$ cat config.mk
export PLATFORM = sky130hd
export DESIGN_NAME = bp_bht_predictor
export DESIGN_NICKNAME = d
export VERILOG_FILES = /design/src/rtl/bp_bht_predictor_pkg.sv /design/src/rtl/bp_perf_counter.sv /design/src/rtl/bp_bht_predictor.sv
export SDC_FILE = /design/constraint.sdc
export NUM_CORES = 1
export LEC_CHECK = 0
export ABC_AREA = 0
export BUFFER_PORTS_ARGS = -buffer_cell sky130_fd_sc_hd__buf_2
export CAP_MARGIN = 20
export CORE_UTILIZATION = 40
export CTS_BUF_LIST = sky130_fd_sc_hd__clkbuf_8
export DETAILED_ROUTE_END_ITERATION = 10
export GPL_TIMING_DRIVEN = 0
export SLEW_MARGIN = 0
export SYNTH_ARGS = -nofsm -noshare
export SYNTH_HDL_FRONTEND = slang
export SYNTH_SLANG_ARGS = --single-unit
export TNS_END_PERCENT = 50
$ cat constraint.sdc
create_clock -name clk_i -period 5.1 [get_ports clk_i]
set_clock_uncertainty 0.15 [all_clocks]
set_input_delay 1.02 -clock clk_i [delete_from_list [all_inputs] [get_ports clk_i]]
set_output_delay 1.02 -clock clk_i [all_outputs]
set_load 0.03 [all_outputs]
$ cat src/rtl/bp_bht_predictor_pkg.sv
// -----------------------------------------------------------------------------
// bp_pkg
// Shared helpers for the branch-history-table predictor:
//   - idx_width(): table index width derived from the entry count
//   - ctr_max(), sat_inc(), sat_dec(): saturating counter arithmetic for
//     counters of run-time-selected width w (1..CTR_MAX_W)
//   - ctr_init(): weakly-not-taken initial counter value, 2^(w-1) - 1
// Counters are carried in a fixed CTR_MAX_W-bit container so one set of
// functions serves every CTR_W; callers cast back to their own width.
// -----------------------------------------------------------------------------
package bp_pkg;

    localparam int CTR_MAX_W = 4;

    typedef logic [CTR_MAX_W-1:0] ctr_t;

    // Index width for a power-of-two table; never below 1 so ports stay legal.
    function automatic int idx_width(input int entries);
        return (entries > 1) ? $clog2(entries) : 1;
    endfunction

    // All-ones value for a w-bit counter.
    function automatic ctr_t ctr_max(input int w);
        return ctr_t'((1 << w) - 1);
    endfunction

    function automatic ctr_t sat_inc(input ctr_t ctr, input int w);
        return (ctr >= ctr_max(w)) ? ctr : ctr + ctr_t'(1);
    endfunction

    function automatic ctr_t sat_dec(input ctr_t ctr, input int w);
        return (ctr == '0) ? ctr : ((ctr - ctr_t'(1)) & ctr_max(w));
    endfunction

    // Weakly not-taken: MSB clear, every lower bit set (01 for 2 bits, 0 for 1).
    function automatic ctr_t ctr_init(input int w);
        return ctr_t'((1 << (w - 1)) - 1);
    endfunction

endpackage

$ cat src/rtl/bp_perf_counter.sv
// -----------------------------------------------------------------------------
// bp_perf_counter
// 32-bit saturating event counter. Counts one per cycle with inc_i high and
// sticks at 32'hFFFF_FFFF instead of wrapping. Reset is synchronous and wins
// over a same-cycle increment.
// Ports:
//   clk_i    clock
//   rst_i    synchronous active-high reset (count -> RST_VAL)
//   inc_i    count one event this cycle
//   count_o  current count
// -----------------------------------------------------------------------------
module bp_perf_counter #(
    // Value loaded by reset; zero in normal use.
    parameter logic [31:0] RST_VAL = 32'h0000_0000
) (
    input  logic        clk_i,
    input  logic        rst_i,
    input  logic        inc_i,
    output logic [31:0] count_o
);

    logic [31:0] count_reg;
    logic [31:0] count_next;

    always_comb begin
        count_next = count_reg;
        if (inc_i && (count_reg != 32'hFFFF_FFFF)) begin
            count_next = count_reg + 32'd1;
        end
    end

    always_ff @(posedge clk_i) begin
        if (rst_i) begin
            count_reg <= RST_VAL;
        end else begin
            count_reg <= count_next;
        end
    end

    assign count_o = count_reg;

endmodule

$ cat src/rtl/bp_bht_predictor.sv
// -----------------------------------------------------------------------------
// bp_bht_predictor
// Branch history table of ENTRIES saturating CTR_W-bit counters. Indexed by
// PC[IDX_W+1:2] (bimodal, GHR_W = 0) or PC[IDX_W+1:2] XOR global history
// (gshare, GHR_W = 1..IDX_W). Prediction is combinational for use in ID;
// training, history and perf counters update on the edge where update_i = 1.
// Ports:
//   clk_i             clock
//   rst_i             synchronous active-high reset
//   lookup_valid_i    ID holds a branch to predict
//   lookup_pc_i       PC of the branch in ID
//   predict_o         predicted taken (0 when no lookup)
//   predict_idx_o     table index used; carried down the pipe for the update
//   update_i          a branch resolved in EX this cycle
//   update_idx_i      index captured at lookup time
//   update_pred_i     prediction made for the resolving branch
//   result_i          actual outcome (1 = taken)
//   branch_cnt_o      branches resolved (saturating)
//   mispredict_cnt_o  mispredictions (saturating)
// -----------------------------------------------------------------------------
module bp_bht_predictor
    import bp_pkg::*;
#(
    parameter  int ENTRIES = 64,
    parameter  int CTR_W   = 2,
    parameter  int GHR_W   = 0,
    localparam int IDX_W   = idx_width(ENTRIES)
) (
    input  logic             clk_i,
    input  logic             rst_i,
    input  logic             lookup_valid_i,
    input  logic [31:0]      lookup_pc_i,
    output logic             predict_o,
    output logic [IDX_W-1:0] predict_idx_o,
    input  logic             update_i,
    input  logic [IDX_W-1:0] update_idx_i,
    input  logic             update_pred_i,
    input  logic             result_i,
    output logic [31:0]      branch_cnt_o,
    output logic [31:0]      mispredict_cnt_o
);

    // ------------------------------------------------------------------
    // Global history (only exists in gshare mode)
    // ------------------------------------------------------------------
    logic [IDX_W-1:0] hist_term;

    generate
        if (GHR_W > 0) begin : g_gshare
            logic [GHR_W-1:0] ghr_reg;
            logic [GHR_W-1:0] ghr_next;

            // Newest outcome enters at bit 0; written as shift-then-insert so
            // a one-bit history needs no special case.
            always_comb begin
                ghr_next    = ghr_reg << 1;
                ghr_next[0] = result_i;
            end

            // History is trained only at resolution, never speculatively.
            always_ff @(posedge clk_i) begin
                if (rst_i) begin
                    ghr_reg <= '0;
                end else if (update_i) begin
                    ghr_reg <= ghr_next;
                end
            end

            assign hist_term = IDX_W'(ghr_reg);
        end else begin : g_bimodal
            assign hist_term = '0;
        end
    endgenerate

    // ------------------------------------------------------------------
    // Lookup index
    // ------------------------------------------------------------------
    logic [IDX_W-1:0] lookup_idx;
    logic             unused_pc_bits;

    assign lookup_idx     = lookup_pc_i[IDX_W+1:2] ^ hist_term;
    // Instruction-alignment bits and PC bits above the index never matter.
    assign unused_pc_bits = ^{lookup_pc_i[31:IDX_W+2], lookup_pc_i[1:0]};

    // ------------------------------------------------------------------
    // Counter table: flops, so reset can restore every entry in one edge.
    // Each entry owns its register; table_rd is the read view of all of them.
    // ------------------------------------------------------------------
    logic [CTR_W-1:0] table_rd [ENTRIES];
    logic [CTR_W-1:0] upd_ctr;
    logic [CTR_W-1:0] upd_ctr_next;

    assign upd_ctr = table_rd[update_idx_i];

    always_comb begin
        upd_ctr_next = upd_ctr;
        if (result_i) begin
            upd_ctr_next = CTR_W'(sat_inc(ctr_t'(upd_ctr), CTR_W));
        end else begin
            upd_ctr_next = CTR_W'(sat_dec(ctr_t'(upd_ctr), CTR_W));
        end
    end

    generate
        for (genvar gi = 0; gi < ENTRIES; gi++) begin : g_entry
            logic [CTR_W-1:0] ctr_reg;

            always_ff @(posedge clk_i) begin
                if (rst_i) begin
                    ctr_reg <= CTR_W'(ctr_init(CTR_W));
                end else if (update_i && (update_idx_i == IDX_W'(gi))) begin
                    ctr_reg <= upd_ctr_next;
                end
            end

            assign table_rd[gi] = ctr_reg;
        end
    endgenerate

    // Reads the registered counter, so a same-cycle update to the same
    // entry is not visible until the next cycle (no bypass).
    assign predict_o     = lookup_valid_i & table_rd[lookup_idx][CTR_W-1];
    assign predict_idx_o = lookup_idx;

    // ------------------------------------------------------------------
    // Performance counters
    // ------------------------------------------------------------------
    logic mispredict_evt;

    assign mispredict_evt = update_i & (update_pred_i ^ result_i);

    bp_perf_counter u_branch_cnt (
        .clk_i   (clk_i),
        .rst_i   (rst_i),
        .inc_i   (update_i),
        .count_o (branch_cnt_o)
    );

    bp_perf_counter u_mispredict_cnt (
        .clk_i   (clk_i),
        .rst_i   (rst_i),
        .inc_i   (mispredict_evt),
        .count_o (mispredict_cnt_o)
    );

endmodule

# Yosys cells after proc, flatten, opt, wreduce, memory -nomap -nowiden
# Index checks and enable logic that the tools add are counted.
# Widths: inputs -> output; s select.
[totals]
reg_bits = 192
input_bits = 44
[op_classes]
n_addsub = 4
n_lt_le_gt_ge = 3
eq_ne = 65
n_mux = 9
bitwise = 5
reduce_logical = 68
[ops]
columns = ["cell", "n"]
rows = [
  ["$eq 6x6->1 const B", 32],
  ["$eq 6x5->1 const B", 16],
  ["$logic_and 1x1->1", 66],
  ["$add 32x1->32 const B", 2],
  ["$ne 32x32->1 const B", 2],
  ["$eq 6x4->1 const B", 8],
  ["$bmux 2 s6", 2],
  ["$eq 6x3->1 const B", 4],
  ["$ge 7x7->1 const B", 2],
  ["$mux 2", 7],
  ["$not 6->7", 2],
  ["$eq 6x2->1 const B", 2],
  ["$eq 6x1->1 const B", 1],
  ["$logic_not 6->1", 1],
  ["$add 2x1->2 const B", 1],
  ["$and 1x1->1", 2],
  ["$ge 2x2->1 const B", 1],
  ["$logic_not 2->1", 1],
  ["$sub 2x1->2 const B", 1],
  ["$xor 1x1->1", 1],
]

# Logic depth before layout (Yosys ltp)
# Gate-level depths: netlist of the first run.
[logic_depth]
depth_word = 7
ltp_mapped = 10
depth_no_buf = 6

# Cells and area by module
# Synthesis of the first run repeated with hierarchy kept, for this count alone.
[hier_totals]
cells_unflattened = 1040
area_unflattened_um2 = 9527.9
[by_module_without_submodules]
columns = ["mod", "n_inst", "cells_per_inst", "area_each_um2", "seq_area_each_um2"]
rows = [
  ["bp_bht_predictor", 1, 654, 6247.2, 2562.5],
  ["bp_perf_counter at u_branch_cnt", 1, 199, 1674.1, 640.6],
  ["bp_perf_counter at u_mispredict_cnt", 1, 187, 1606.5, 640.6],
]

# Worst setup path after synthesis of the first run
# Ideal clock, no wire load.
[synth_path]
path_kind = "input port to output port"
from = "input lookup_pc_i[2]"
to = "output predict_o"
arrival_time_ps = 3527
required_ps = 3930
slack_ps = 403
path_stages = 6
path_buffers = 2
cell_sequence = "clkbuf_1 buf_1 mux4_2 mux4_2 mux2_2 o211a_1"
[synth_between]
elab_chain_len = 5
[synth_rtl]
columns = ["item", "line", "rtl"]
rows = [
  ["start, declared", "bp_bht_predictor.sv:32", "input logic [31:0] lookup_pc_i,"],
  ["$not 6->7 (not written as such)", "bp_bht_predictor.sv:122", "assign predict_o = lookup_valid_i & table_rd[lookup_idx][CTR_W-1];"],
  ["$bmux 2 s6", "bp_bht_predictor.sv:122", ""],
  ["$mux 2 (not written as such) (2 in a row)", "bp_bht_predictor.sv:122", ""],
  ["$and 1x1->1", "bp_bht_predictor.sv:122", ""],
  ["end, declared", "bp_bht_predictor.sv:33", "output logic predict_o,"],
]
# No other way between the ends. The select of a mux whose other input is x is not followed.

# Final worst setup path of the first run
[layout_path]
from = "input lookup_pc_i[3]"
to = "output predict_o"
# The elaborated chain is that of the path after synthesis.

==> flow_summary.json, run 1 <==
{
  "status": "finished, final reports clean",
  "cpPeakStageDelay_ns": 0.62,
  "ys_ff_latch": 192,
  "synth_top_family_by_area": "simple AND/OR/NAND/NOR gates",
  "drive_gt1_share_pct": 17.5,
  "worst_slew_margin_rel_pct": 46.0,
  "p_sw_share_pct": 26.1,
  "cap_viol_max_count": 0,
  "pwr-share-comb_pct": 8.0,
  "slowest_stage": "clkbuf_1",
  "cp-end-kind": "output port",
  "core_sq_um": 23500,
  "use_met1_pct": 30.5,
  "cts.sinks": 192,
  "dp_hpwl_um": 20400,
  "final-seq-area_sq_um": 3840,
  "largest_reg_flops": 128,
  "cp_max_fo": 10,
  "seqPwrFrac_pct": 53.7,
  "hold_violations": 0,
  "insertion_delay_ns": 0.47,
  "cts_max_path_buffers": 2,
  "grt_overflow": 0,
  "synth-edff-count": 0,
  "synth_warnings": 0,
  "setup_viol": 0,
  "switchingPower_mw": 0.738,
  "synth_nets": 1129,
  "clockPowerShare_pct": 38.3,
  "ir_worst_vdd_v": 0.000167,
  "worstHoldPathType": "flop to flop",
  "synth-main-ff-cell": "dfxtp_1",
  "holdPathStages": 2,
  "die_w_um": 157,
  "powerDensity_nw_per_um2": 261,
  "grt_use_met3_pct": 5.20,
  "drc_errors": 0,
  "vias": 8653,
  "critical_path.most_common_cell": "mux4_2",
  "cts_tree": "done",
  "grt_pass1_wl_um": 44000,
  "tritoncts.num_buffers": 17,
  "min_period_ns": 4.82,
  "first_iter_violations": 739,
  "synth_area_sq_um": 9610,
  "synth_adder_area_share_pct": 0.495,
  "tightest_slew_ns": 0.810,
  "ios": 115,
  "reg2reg_depth": 8,
  "fill_cells": 2348,
  "power_mw": 2.83,
  "grt_max_degree": 17,
  "fmax_mhz": 208,
  "drtPass1Iterations": 6,
  "yosysUniqueCellTypes": 49,
  "yosys.area_share.xor_xnor_pct": 5.01,
  "synth_top_area_share_pct": 40.0,
  "drt-total-wl_um": 28300,
  "portBuffers": 80,
  "post-cts-setup-buffers": 0,
  "die_area_sq_um": 24700,
  "yosysMostFrequentCell": "dfxtp_1",
  "grt.busiest_layer": "met2",
  "slew_violations": 0,
  "nets": 1229,
  "cp.required_ns": 3.93,
  "multiInputGateArea_sq_um": 5320,
  "crit_chain": "buf_1 -> clkbuf_1 -> mux4_2 -> mux4_2 -> mux2_2 -> o211a_1 -> buf_2",
  "cp-start-kind": "input pin",
  "cts_root_buf": "clkbuf_8",
  "antenna_found_initial": 0,
  "synth.area.top_cells": "dfxtp_1 (40%), mux4_2 (14%), o21ai_0 (6.2%)",
  "routedWlPerCell_um": 18.7,
  "cellLeakagePower_nw": 3.70,
  "synthMuxAreaShare_pct": 15.1,
  "fin_util_pct": 46.1,
  "synth_compound_area_share_pct": 16.5,
  "track_usage_pct": 23.4,
  "grt_setup_unrepaired": "no",
  "gp_congestion": 0.868,
  "intPower_mw": 2.09,
  "seq_area_frac_synth_pct": 40.0,
  "num_rows": 56,
  "synthCells": 1083,
  "antennaDiodeCount": 0,
  "synth_commonest_cells": "dfxtp_1 (192), nor2_1 (144), o21ai_0 (119)",
  "clk_pin_slew_ns": 0.09,
  "initial_core_util_pct": 40.8,
  "worstPathArrival_ns": 3.65,
  "synth_area_leader_cell": "dfxtp_1",
  "cts-htree-levels": 4,
  "worstSetupPathType": "input pin to output port",
  "ant_nets": 0,
  "grt_pass1_vias": 7901,
  "die_h_um": 157,
  "async_flop_share_pct": 0,
  "fin_crit_sh_pct": 94.4,
  "synthSimpleGateAreaFrac_pct": 18.3,
  "setup_tns_ns": 0,
  "area_growth_pct": 12.8,
  "gr-usage-met2_pct": 38.3,
  "syn_area_per_cell_sq_um": 8.87,
  "via_per_inst": 5.72
}
==> area by class of cell <==
cell class                      instances  area share, %
Clock buffer                           19           2.41
Buffer                                 85           3.67
Timing Repair Buffer                   81           3.74
Clock inverter                         12           1.47
Tap cell                              319           3.68
Sequential cell                       192           35.4
Multi-Input combinational cell        791           49.1
Inverter                               15          0.519
==> routing by layer <==
layer,routed length (um),part of all wire (%)
met4,541,1.9
met2,13600,48
met3,1930,6.8
met5,0,0
met1,12200,43
==> path summary, 6_finish.rpt <==
check,slack [ns],to,start
max,0.28,predict_o,lookup_pc_i[3]
min,0.32,g_entry[57].ctr_reg[0],g_entry[57].ctr_reg[0]
max reg2reg,2.27,g_entry[55].ctr_reg[1],g_entry[26].ctr_reg[0]
min reg2reg,0.32,g_entry[57].ctr_reg[0],g_entry[57].ctr_reg[0]
==> logic make-up (layout without fill, tap and decap cells) <==
| family | count (synthesis) | after routing |
|---|---|---|
| DFF | 192 | 192 |
| xor gates and xnor gates | 55 | 55 |
| buffers and inverters | 100 | 212 |
| adders and majority gates | 4 | 4 |
| AOI/OAI and AO/OA | 278 | 278 |
| muxes | 69 | 69 |
| and+or+nand+nor | 385 | 385 |
==> stage by stage <==
step | worst slack (ns) | cells | hold slack (ns) | cell area, sq um
final | 0.284 | 1514 | 0.324 | 10800
after global routing | 0.227 | 1514 | 0.344 | 10800
after CTS | 0.0277 | 1514 | 0.325 | 10800
after detailed placement | -0.220 | 1483 | 0.305 | 10400
after global placement | -0.207 | 1482 | 0.294 | 10400
after floorplan | 0.403 | 1083 | 0.283 | 9610
==> layout by cell type, fill, tap and decap left out, types with 6 or more instances in the layout <==
cell	instances
dfxtp_1	192
nor2_1	144
o21ai_0	119
nand2_1	108
a21oi_1	101
buf_2	86
clkbuf_1	61
mux4_2	60
xnor2_1	38
nand3_1	29
nand4_1	22
nor3_1	19
clkbuf_8	19
xor2_1	17
inv_1	16
nor4_1	16
a31oi_1	15
o211ai_1	13
buf_4	11
and4_1	10
a211oi_1	9
and3_1	6
or4_1	6
==> power by group through the flow <==
| stage | sequential [mW] | combinational (mW) | clock [mW] |
|---|---|---|---|
| 2_1_floorplan | 1.56 | 0.144 | 0 |
| 5_1_grt | 1.52 | 0.241 | 1.17 |
| 6_report | 1.52 | 0.225 | 1.08 |
| 3_3_place_gp | 1.55 | 0.222 | 0 |
| 3_5_place_dp | 1.55 | 0.223 | 0 |
| 4_1_cts | 1.52 | 0.224 | 1.11 |
==> repair_timing <==
item,4_1_cts,5_1_grt
setup endpoints to repair,1,1
endpoints found under the hold margin,0,0
hold buffers,0,0
gates resized for setup,2,2
==> critical path, delay by kind of cell <==
kind / cells / cell delay (ns)
compound gates: 1 / 0.20
mux: 3 / 1.24
buf+inv: 3 / 1.18
Power figures use the tool's default switching activity.
==> run 2, diff against run 1 <==
CORE_UTILIZATION = 54   (was 40)
PLACE_DENSITY = 0.75   (was default)
clock period = 4.7 ns   (was 5.1 ns; I/O delays follow)
==> run 2 against run 1 <==
  * Sequential power increased by 9%
  * Global-route usage increased by 6.9 points
  * Critical path depth unchanged
  * Core utilization increased by 16 points
  * Hold slack improved by 0.0012 ns
  * Highest routed layer unchanged
==> flow_summary.json, run 2 (same netlist as run 1, synthesis figures left out) <==
{
  "status": "finished, final reports clean",
  "cap_viol_max_count": 0,
  "cp-start-kind": "input pin",
  "track_usage_pct": 30.3,
  "fin_crit_sh_pct": 99.4,
  "layout_setup_ws_ns": 0.0267,
  "slew_violations": 0,
  "grt_overflow": 0,
  "cp.required_ns": 3.61,
  "die_w_um": 135,
  "worstHoldPathType": "flop to flop",
  "dp.cells": 1389,
  "gp_congestion": 0.919,
  "holdPathStages": 2,
  "instances_no_fill": 1421,
  "reg2reg_depth": 8,
  "portBuffers": 80,
  "worstPathArrival_ns": 3.58,
  "insertion_delay_ns": 0.49,
  "area_growth_pct": 11.2,
  "grt_setup_unrepaired": "no",
  "hold_violations": 0,
  "cts_tree": "done",
  "first_iter_violations": 944,
  "postCtsResizedCells": 3,
  "ir_worst_vdd_v": 0.000193,
  "dp_hpwl_um": 19200,
  "die_area_sq_um": 18300,
  "dp_slack_ns": -0.422,
  "powerDensity_nw_per_um2": 278,
  "clk_pin_slew_ns": 0.09,
  "routedWlPerCell_um": 19.0,
  "drtPass1Iterations": 8,
  "post-cts-setup-buffers": 0,
  "die_h_um": 135,
  "worstSetupPathType": "input pin to output port",
  "cp_max_fo": 10,
  "cts-htree-levels": 4,
  "layout_commonest_cell": "dfxtp_1",
  "grt_max_degree": 17,
  "largest_reg_flops": 128,
  "fmax_mhz": 214,
  "tritoncts.num_buffers": 17,
  "grt_pass1_wl_um": 42700,
  "ios": 115,
  "cellLeakagePower_nw": 3.71,
  "postCtsHoldBufs": 0,
  "min_period_ns": 4.67,
  "cts.sinks": 192,
  "cts_root_buf": "clkbuf_8",
  "fill_cells": 1511,
  "cts_max_path_buffers": 2,
  "setup_viol": 0,
  "drt-total-wl_um": 26900,
  "drc_errors": 0,
  "antennaDiodeCount": 0,
  "cp-end-kind": "output port",
  "num_rows": 48,
  "grt_pass1_vias": 8171,
  "antenna_found_initial": 0,
  "nets": 1229,
  "ant_nets": 0,
  "initial_core_util_pct": 55.4,
  "tightest_slew_ns": 0.878,
  "vias": 8795,
  "drive_gt1_share_pct": 17.3,
  "core_sq_um": 17400,
  "final-seq-area_sq_um": 3840,
  "via_per_inst": 6.19,
  "worst_slew_margin_rel_pct": 41.1,
  "layout_common_cells": "dfxtp_1 (192), nor2_1 (144), o21ai_0 (119), nand2_1 (108), a21oi_1 (101)",
  "multiInputGateArea_sq_um": 5320
}
-- run 2: stage by stage --
stage	total power, mW	hold slack, ns	area (sq um)	utilization [%]	setup TNS, ns
finish	2.97	0.325	10700	61.6	0
CTS	2.98	0.324	10700	61.6	0
global placement	1.92	0.294	10300	59.3	-0.373
global route	3.06	0.347	10700	61.6	0
floorplan	1.84	0.283	9610	-	0
detailed placement	1.92	0.302	10300	59.3	-0.422
-- run 2: power by group --
group          internal [mW]  switching, mW
combinational         0.0728          0.169
sequential              1.64        0.00938
clock                  0.493          0.590
total                   2.20          0.768
-- run 2: final timing paths --
check	slack, ns	from	end
worst min-delay path	0.33	g_entry[45].ctr_reg[0]	g_entry[45].ctr_reg[0]
worst min register to register	0.33	g_entry[45].ctr_reg[0]	g_entry[45].ctr_reg[0]
worst max-delay path	0.03	lookup_pc_i[3]	predict_o
worst max register to register	1.81	g_entry[59].ctr_reg[0]	g_entry[50].ctr_reg[1]
-- run 2: area by class of cell --
type | count | area share [%]
clock buffer | 19 | 2.45
sequential | 192 | 36.0
inverter | 15 | 0.527
multi-input combinational | 791 | 49.8
buffer | 85 | 3.72
timing repair buffer | 81 | 3.79
clock inverter | 13 | 1.16
tap | 225 | 2.63
-- run 2: critical path, stage by stage --
cell and delay [ns]:
buf_1 0.41, clkbuf_1 0.64, mux4_2 0.45, mux4_2 0.50
mux2_2 0.28, o211a_1 0.19, buf_2 0.17
-- run 2: metal layers --
metal  part of all wire, %  vias up  global-route usage, %
met3                   7.2       94                   6.36
met1                    42     4202                   40.0
met5                     0        -                      0
met2                    46      377                   46.9
li1                      -     4122                      -
met4                   4.0        0                   15.9
==> run 3, diff against run 2 <==
CORE_UTILIZATION = 60   (was 54)
PLACE_DENSITY = 0.82   (was 0.75)
==> run 3 against run 2 <==
  * Cell area about the same
  * Die area fell by 9.9%
  * Sequential cell count unchanged
  * First-iteration DRC count increased by 35%
  * Combinational power is essentially flat
  * Clock-buffer cell count decreased by 2
  * Total power increased by 1.4%
  * Core utilization up 7.7 points
  * Critical endpoint unchanged
==> flow_summary.json, run 3 (same netlist as run 1, synthesis figures left out) <==
{
  "status": "finished, final reports clean",
  "worst_slew_margin_rel_pct": 30.5,
  "crit_buf_inv": 3,
  "holdPathStages": 2,
  "tightest_slew_ns": 1.03,
  "worstHoldEndpoint": "g_entry[7].ctr_reg[0]",
  "fmax_mhz": 217,
  "cts_root_buf": "clkbuf_8",
  "slew_violations": 0,
  "gp_congestion": 0.956,
  "grt_setup_unrepaired": "no",
  "fin_util_pct": 69.3,
  "fin_crit_sh_pct": 98.1,
  "track_usage_pct": 33.4,
  "antennaDiodeCount": 0,
  "area_growth_pct": 11.2,
  "cts.sinks": 192,
  "antenna_found_initial": 0,
  "via_per_inst": 6.35,
  "ant_nets": 0,
  "die_w_um": 129,
  "clk_pin_slew_ns": 0.08,
  "cap_viol_max_count": 0,
  "first_iter_violations": 1277,
  "worstHoldPathType": "flop to flop",
  "dp.cells": 1375,
  "hp-start": "g_entry[7].ctr_reg[0]",
  "post-cts-setup-buffers": 0,
  "rr_endpoint": "u_mispredict_cnt.count_o[9]",
  "worstSetupPathType": "input pin to output port",
  "reg2reg_depth": 8,
  "routedWlPerCell_um": 19.2,
  "num_rows": 45,
  "layout_common_cells": "dfxtp_1 (192), nor2_1 (144), o21ai_0 (119), nand2_1 (108), a21oi_1 (101)",
  "r2r_start": "u_mispredict_cnt.count_o[3]",
  "grt_pass1_vias": 7942,
  "grt_overflow": 0,
  "min_period_ns": 4.61,
  "powerDensity_nw_per_um2": 282,
  "dp_hpwl_um": 19100,
  "setup_viol": 0,
  "worstPathArrival_ns": 3.52,
  "fill_cells": 1245,
  "grt_pass1_wl_um": 41900,
  "insertion_delay_ns": 0.49,
  "cp-start-kind": "input pin",
  "ios": 115,
  "portBuffers": 80,
  "nets": 1229,
  "grt_max_degree": 17,
  "drive_gt1_share_pct": 17.5,
  "initial_core_util_pct": 62.3,
  "die_h_um": 129,
  "cp.required_ns": 3.61,
  "cp-end-kind": "output port",
  "slowest_stage": "clkbuf_1",
  "critPathTopFamily": "multiplexers",
  "largest_reg_flops": 128,
  "cts_tree": "done",
  "layout_commonest_cell": "dfxtp_1",
  "vias": 8933,
  "cts_max_path_buffers": 2,
  "cpPeakStageDelay_ns": 0.58,
  "critical_path.most_common_cell": "mux4_2",
  "drc_errors": 0,
  "drt-total-wl_um": 27000,
  "cts-htree-levels": 4,
  "core_sq_um": 15400,
  "ir_worst_vdd_v": 0.000215,
  "hold_violations": 0,
  "tritoncts.num_buffers": 17,
  "die_area_sq_um": 16500,
  "instances_no_fill": 1406,
  "cellLeakagePower_nw": 3.70,
  "cp_max_fo": 10,
  "regToRegSetupSlack_ns": 1.83,
  "postCtsHoldBufs": 0,
  "drtPass1Iterations": 8,
  "crit_chain": "buf_1 -> clkbuf_1 -> mux4_2 -> mux4_2 -> mux2_2 -> o211a_1 -> buf_2"
}
[run 3: cell types whose count changed in the layout (fill, tap and decap cells not counted), sizes merged]
| cell | delta |
|---|---|
| inv | -1 |
| clkinv | -1 |
| clkinvlp | +2 |
| clkbuf | -2 |
| bufinv | +1 |
[run 3: routing by layer]
metal  GRT usage, %  wire [um]  part of all wire [%]
met5              0          0                     0
met3           9.02       3200                    12
met4           13.7       1020                   3.8
met2           50.6      12000                    44
met1           45.3      10800                    40
[run 3: worst max-delay path by stage]
stage / from / endpoint / depth (start not counted)
2_1_floorplan: lookup_pc_i[2] / predict_o / 6
3_3_place_gp: lookup_pc_i[2] / predict_o / 7
3_5_place_dp: lookup_pc_i[2] / predict_o / 7
4_1_cts: lookup_pc_i[2] / predict_o / 7
5_1_grt: lookup_pc_i[2] / predict_o / 7
6_report: lookup_pc_i[3] / predict_o / 7
[run 3: tightest hold or removal path, delay by kind of cell (launching register included)]
| family | cells | cell delay, ns |
|---|---|---|
| AOI/OAI and AO/OA | 2 | 0.11 |
| DFF | 1 | 0.33 |
[run 3: report_power, final]
| part | switching (mW) | leakage (nW) | total, mW | internal, mW |
|---|---|---|---|---|
| combinational | 0.169 | 1.95 | 0.242 | 0.0729 |
| clock | 0.600 | 0.199 | 1.12 | 0.522 |
| sequential | 0.0105 | 1.55 | 1.65 | 1.64 |
[run 3: metrics by stage]
stage               power, mW  area, sq um  TNS [ns]  hold slack, ns  setup WS (ns)
floorplan                1.84         9610         0           0.283          0.163
global placement         1.92        10300    -0.346           0.293         -0.346
detailed placement       1.92        10300    -0.344           0.304         -0.344
CTS                      3.01        10700         0           0.325          0.131
global route             3.10        10700         0           0.350         0.0114
finish                   3.01        10700         0           0.322         0.0902
[run 3: layout make-up]
class	instances	area, sq um	area share (%)
inverters	15	56.3	0.527
repair buffers	81	405	3.79
flip-flops and latches	192	3840	36.0
multi-input cells	791	5320	49.8
well taps	211	264	2.47
clock buffers	17	234	2.19
plain buffers	85	398	3.72
clock inverters	14	166	1.56
[run 3: what timing repair did]
action | 4_1_cts | 5_1_grt
resized for setup | 3 | 0
endpoints found under the setup margin | 1 | 0
endpoints found under the hold margin | 0 | 0
